File: config.mk
export PLATFORM = sky130hd
export DESIGN_NAME = chunk_addsub
export DESIGN_NICKNAME = d
export VERILOG_FILES = /design/src/rtl/chunk_addsub.sv
export SDC_FILE = /design/constraint.sdc
export NUM_CORES = 1
export LEC_CHECK = 0
export ABC_AREA = 1
export BUFFER_PORTS_ARGS = -buffer_cell sky130_fd_sc_hd__buf_2
export CORE_UTILIZATION = 40
export CTS_CLUSTER_DIAMETER = 120
export DETAILED_ROUTE_END_ITERATION = 8
export MAX_ROUTING_LAYER = met4
export SYNTH_ARGS = -nofsm -noshare
export SYNTH_HDL_FRONTEND = slang
export SYNTH_SLANG_ARGS = --single-unit
File: constraint.sdc
create_clock -name clk -period 8.6 [get_ports clk]
set_clock_uncertainty 0.05 [all_clocks]
set_input_delay 0.86 -clock clk [delete_from_list [all_inputs] [get_ports clk]]
set_output_delay 0.86 -clock clk [all_outputs]
set_load 0.005 [all_outputs]
File: src/rtl/chunk_addsub.sv
// Multi-cycle adder/subtractor: operands are latched on start and summed CHUNK bits
// per clock through a ripple carry register; results are published only on completion.
module chunk_addsub #(
  parameter int WIDTH = 32,
  parameter int CHUNK = 8
) (
  input  logic             clk,
  input  logic             rst,
  input  logic             start,
  input  logic             sub,
  input  logic             cin,
  input  logic [WIDTH-1:0] a,
  input  logic [WIDTH-1:0] b,
  output logic [WIDTH-1:0] out,
  output logic             cout,
  output logic             ovf,
  output logic             zero,
  output logic             busy,
  output logic             done
);

  localparam int NCH = WIDTH / CHUNK;
  localparam int IW  = (NCH > 1) ? $clog2(NCH) : 1;
  localparam logic [IW-1:0]    LAST_IDX = IW'(NCH - 1);
  localparam logic [WIDTH-1:0] CH_MASK  = WIDTH'({CHUNK{1'b1}});

  typedef enum logic [1:0] {
    IDLE = 2'd0,
    RUN  = 2'd1,
    DONE = 2'd2
  } state_t;

  state_t state, state_nxt;

  logic [WIDTH-1:0] a_q, b_q, part_q, part_nxt;
  logic             carry_q;
  logic [IW-1:0]    idx;
  logic [CHUNK-1:0] a_chunk, b_chunk;
  logic [CHUNK:0]   sum;
  logic             msb_cin;
  logic             accept;
  logic             last;
  int               base;

  // NOTE: sequential state uses non-blocking assignments so every register samples
  // pre-edge values; blocking here would make update order matter.
  always_ff @(posedge clk) begin
    if (rst) state <= IDLE;
    else     state <= state_nxt;
  end

  // NOTE: every variable driven in an always_comb gets a default first so no path
  // leaves it unassigned, which would otherwise infer a latch.
  always_comb begin
    state_nxt = state;
    case (state)
      IDLE:    if (start) state_nxt = RUN;
      RUN:     if (idx == LAST_IDX) state_nxt = DONE;
      DONE:    state_nxt = start ? RUN : IDLE;
      default: state_nxt = IDLE;
    endcase
  end

  always_comb begin
    busy = (state == RUN);
    done = (state == DONE);
  end

  assign accept = start && (state != RUN);
  assign last   = (state == RUN) && (idx == LAST_IDX);

  // One CHUNK-wide slice of the ripple sum; the carry into the top bit is recovered
  // from the sum bit so overflow works for any CHUNK, including 1.
  always_comb begin
    base     = int'(idx) * CHUNK;
    a_chunk  = CHUNK'(a_q >> base);
    b_chunk  = CHUNK'(b_q >> base);
    sum      = {1'b0, a_chunk} + {1'b0, b_chunk} + (CHUNK+1)'(carry_q);
    msb_cin  = a_chunk[CHUNK-1] ^ b_chunk[CHUNK-1] ^ sum[CHUNK-1];
    part_nxt = (part_q & ~(CH_MASK << base)) | (WIDTH'(sum[CHUNK-1:0]) << base);
  end

  always_ff @(posedge clk) begin
    if (rst) begin
      a_q     <= '0;
      b_q     <= '0;
      part_q  <= '0;
      carry_q <= 1'b0;
      idx     <= '0;
      out     <= '0;
      cout    <= 1'b0;
      ovf     <= 1'b0;
      zero    <= 1'b0;
    end else if (accept) begin
      a_q     <= a;
      b_q     <= sub ? ~b : b;
      carry_q <= sub | cin;
      idx     <= '0;
    end else if (state == RUN) begin
      part_q  <= part_nxt;
      carry_q <= sum[CHUNK];
      idx     <= last ? '0 : idx + 1'b1;
      if (last) begin
        out  <= part_nxt;
        cout <= sum[CHUNK];
        ovf  <= msb_cin ^ sum[CHUNK];
        zero <= (part_nxt == '0);
      end
    end
  end

endmodule

==> summary.txt <==
Synthesis
  • Mean Syn Cell Area: 7.137 um^2
  • Post-synth ARST share: 0%
  • Yosys Warn Count: 0
  • Post-synth EDFFs: 0
  • Synth unique cells: 37
  • Post-synthesis instance total: 899
  • Cell Area, Synth: 0.006416 mm^2
  • Net Count, Synth: 981
  • Synthesized flop and latch total: 134
  • Seq/Total Area, Yosys: around two fifths
  • Most used DFF post-synth: dfxtp_1

Global route
  • Number of global-route vias before repair: 5265
  • Total global routing overflow: 0
  • Global-route wire length before repair: 27960 um
  • Initial antenna violation count: 0
  • Largest net degree at the start of global routing: 56
  • GR Util All Layers: 22.66%

Clocking
  • CTS Hold Buffers Added: 0
  • Post-cts repair resize count: 0
  • H-tree Lvls: 4
  • Num CTS Buffers: 17
  • CTS tree: yes
  • Clock-pin slew on the worst setup and hold paths: 0.05 ns
  • Post-CTS Setup Inserts: 0
  • Root buf cell: clkbuf_16
  • Clock latency on the worst-skew pair: 0.42 ns
  • Worst-case clock buffer depth: 2
  • Clock sink count: 134

Route
  • 1st-iter DRT viols: 442
  • Pre-Repair DR Iteration Count: 5
  • DRC viols: 0
  • DR vias/cell: about 5.0
  • Via count: around 6000
  • Wire per inst: roughly 14 um
  • Antenna-violating nets left: 0
  • Final WL: 17110 um

Setup path
  • Critical path, cell by cell: inv_2 -> o21ai_0 -> o22ai_1 -> fa_1 -> inv_1 -> fa_1 -> inv_1 -> nand2_1 -> nand2_2 -> nor2_2 -> a21oi_1 -> nand2_1 -> nor2_1 -> nand2_1 -> nor2_1 -> nand2_1 -> nor2_1 -> nand2_1 -> a21oi_2
  • Max incr delay on CP: about 0.55 ns
  • Critical path capture point type: flop
  • Crit-path max FO: 36
  • Reg2Reg Depth: 19
  • Arr. time, crit path: 3.94 ns
  • Critical path data required time: 8.90 ns
  • Worst flop-to-flop path endpoint: zero
  • CP dominant cell by count: nand2_1
  • Critical path's slowest cell: inv_2
  • FF-to-FF Start: idx[1]
  • R2r setup slk: slightly below 5 ns
  • Critical Path Start Type: flop
  • Crit Path Category: flop to flop

Floorplan
  • Total Die Area: 0.01655 mm^2
  • # rows: 45
  • CORE AREA: 0.01543 mm^2
  • I/O Pins: 106
  • Die width: between 100 and 150 um
  • Chip Height: 128.7 um
  • Initial core utilization: 41.59%

STA
  • Setup TNS: 0 ns
  • Slew Viols, Final: 0
  • Setup-violating endpoint count in the final report: 0
  • Worst slew pin tran: between 0.9 and 1 ns
  • Hold Fails Final Rpt: 0
  • Max_slew headroom: around two fifths
  • Period utilization: 42.28%
  • RSZ-0062 raised after global routing: no
  • Max Clk Rate: 0.2750 GHz
  • Final min period: ~3.6 ns
  • Hold_ws: 0.4088 ns

Finish
  • Diode count: 0
  • Post-route cell area: about 0.0076 mm^2
  • Non-Filler Instances: 1194
  • Synthesis-to-finish area growth: 18.12%
  • Final nets: 1054
  • Commonest non-fill, non-tap cell in the layout: nor2_1
  • Layout cells sized above 1: 15.46%
  • Filler cell count: 1633
  • Most frequent cells in the layout: 165 x nor2_1, 137 x nand2_1, 134 x dfxtp_1

Place
  • IO Port Bufs: 105
  • Dpl hpwl: roughly 12000 um
  • Post-Place Cells: 1164
  • Placer Congestion: 0.8316
  • Placed cell area: 0.007000 mm^2

Run status
  • Outcome: finished, final reports clean

Power
  • Switching pwr: between 400 and 500 uW
  • Worst vdd rail ir drop: 0.0001494 V
  • P_leak: 0.003628 uW
  • P per Cell Area: roughly 220 mW/mm^2
  • Seq pwr share: between 40% and 50%
  • Cell-internal power: ~1200 uW
  • Clock power share: 42.8%
  • Combinational share of power: 16.3%
  • Final Power: 1665 uW
  • Sw Ratio: 26.99%

Flow run
  • Max-cap violations: 0

Worst hold path
  • HP Start: b_q[21]
  • Worst hold path cell count: 2
  • Worst Hold Path EP: b_q[21]
  • Worst hold-check path type: flop to flop
registers in the layout, summed over array words and instances, names as in the netlist:
signal   flops
idx          2
carry_q      1
a_q         32
state        2
b_q         32
zero         1
cout         1
out         32
part_q      30
ovf          1
worst max-delay path, delay by kind of cell, from the launching register on:
family | cells | cell delay [ns]
AO/OA/AOI/OAI | 4 | 0.83
buffers and inverters | 3 | 0.70
adder cells (fa/ha/maj) | 2 | 0.64
flip-flops | 1 | 0.47
AND/OR/NAND/NOR | 10 | 0.90
layer usage:
layer | up-vias | track usage, % | wire length [um]
met2 | 158 | 31.96 | 7234
met3 | 19 | 4.906 | 986
met5 | - | - | 0
met4 | 0 | 6.021 | 185
met1 | 2680 | 32.38 | 8700
li1 | 3064 | - | -
logic make-up (layout without fill, tap and decap cells):
kind of cell	Yosys count	after routing	synth area share, %
buf+inv	147	231	9.321
compound gates	225	225	19.91
fa+ha+maj	13	13	2.769
flops	134	134	41.81
xor+xnor	32	32	4.368
simple gates	348	348	21.82
synthesized netlist by cell type (3+ instances only):
cell      number  area [um^2]
nor2_1       165        619.3
nand2_1      137        514.2
dfxtp_1      134         2683
o21ai_0      128        640.6
inv_1         85        319.1
clkbuf_1      35        131.4
a21oi_1       33        165.2
xnor2_1       31        271.5
nand3_1       26        130.1
buf_2         17        85.08
o211ai_1      14        105.1
o22ai_1       14        87.58
o21bai_1      13        97.59
a211oi_1      11        82.58
ha_1          11        137.6
nand4_1       10        62.56
buf_1          4        15.01
nand2_2        4        25.02
buf_6          3        33.78
final cells by class:
cell class	instances	area [um^2]	share of cell area, %
Clock inverter	3	65.06	0.8585
Inverter	88	332.8	4.392
Sequential cell	134	2683	35.40
Multi-Input combinational cell	618	3136	41.37
Clock buffer	27	513.0	6.769
Timing Repair Buffer	113	585.6	7.727
Tap cell	211	264.0	3.484
worst max path at each step:
stage | cells after the start | end | from
6_report | 19 | zero | idx[1]
4_1_cts | 19 | zero | idx[0]
3_5_place_dp | 19 | zero | idx[0]
2_1_floorplan | 22 | zero | idx[0]
5_1_grt | 19 | zero | idx[1]
3_3_place_gp | 6 | b_q[23] | rst
power groups by stage:
stage / logic (uW) / clock network (uW) / registers (uW)
final: 272 / 713 / 680
after global routing: 310 / 758 / 684
after CTS: 272 / 725 / 680
after detailed placement: 270 / 0 / 692
after global placement: 268 / 0 / 692
after floorplan: 200 / 0 / 685
stage by stage:
step | util, % | worst slack (ns)
2_1_floorplan | - | 5.531
3_3_place_gp | 45.38 | 5.070
3_5_place_dp | 45.38 | 5.039
4_1_cts | 49.12 | 5.026
5_1_grt | 49.12 | 4.614
6_report | 49.12 | 4.964
Note: power is estimated with default switching activity, not from simulation.
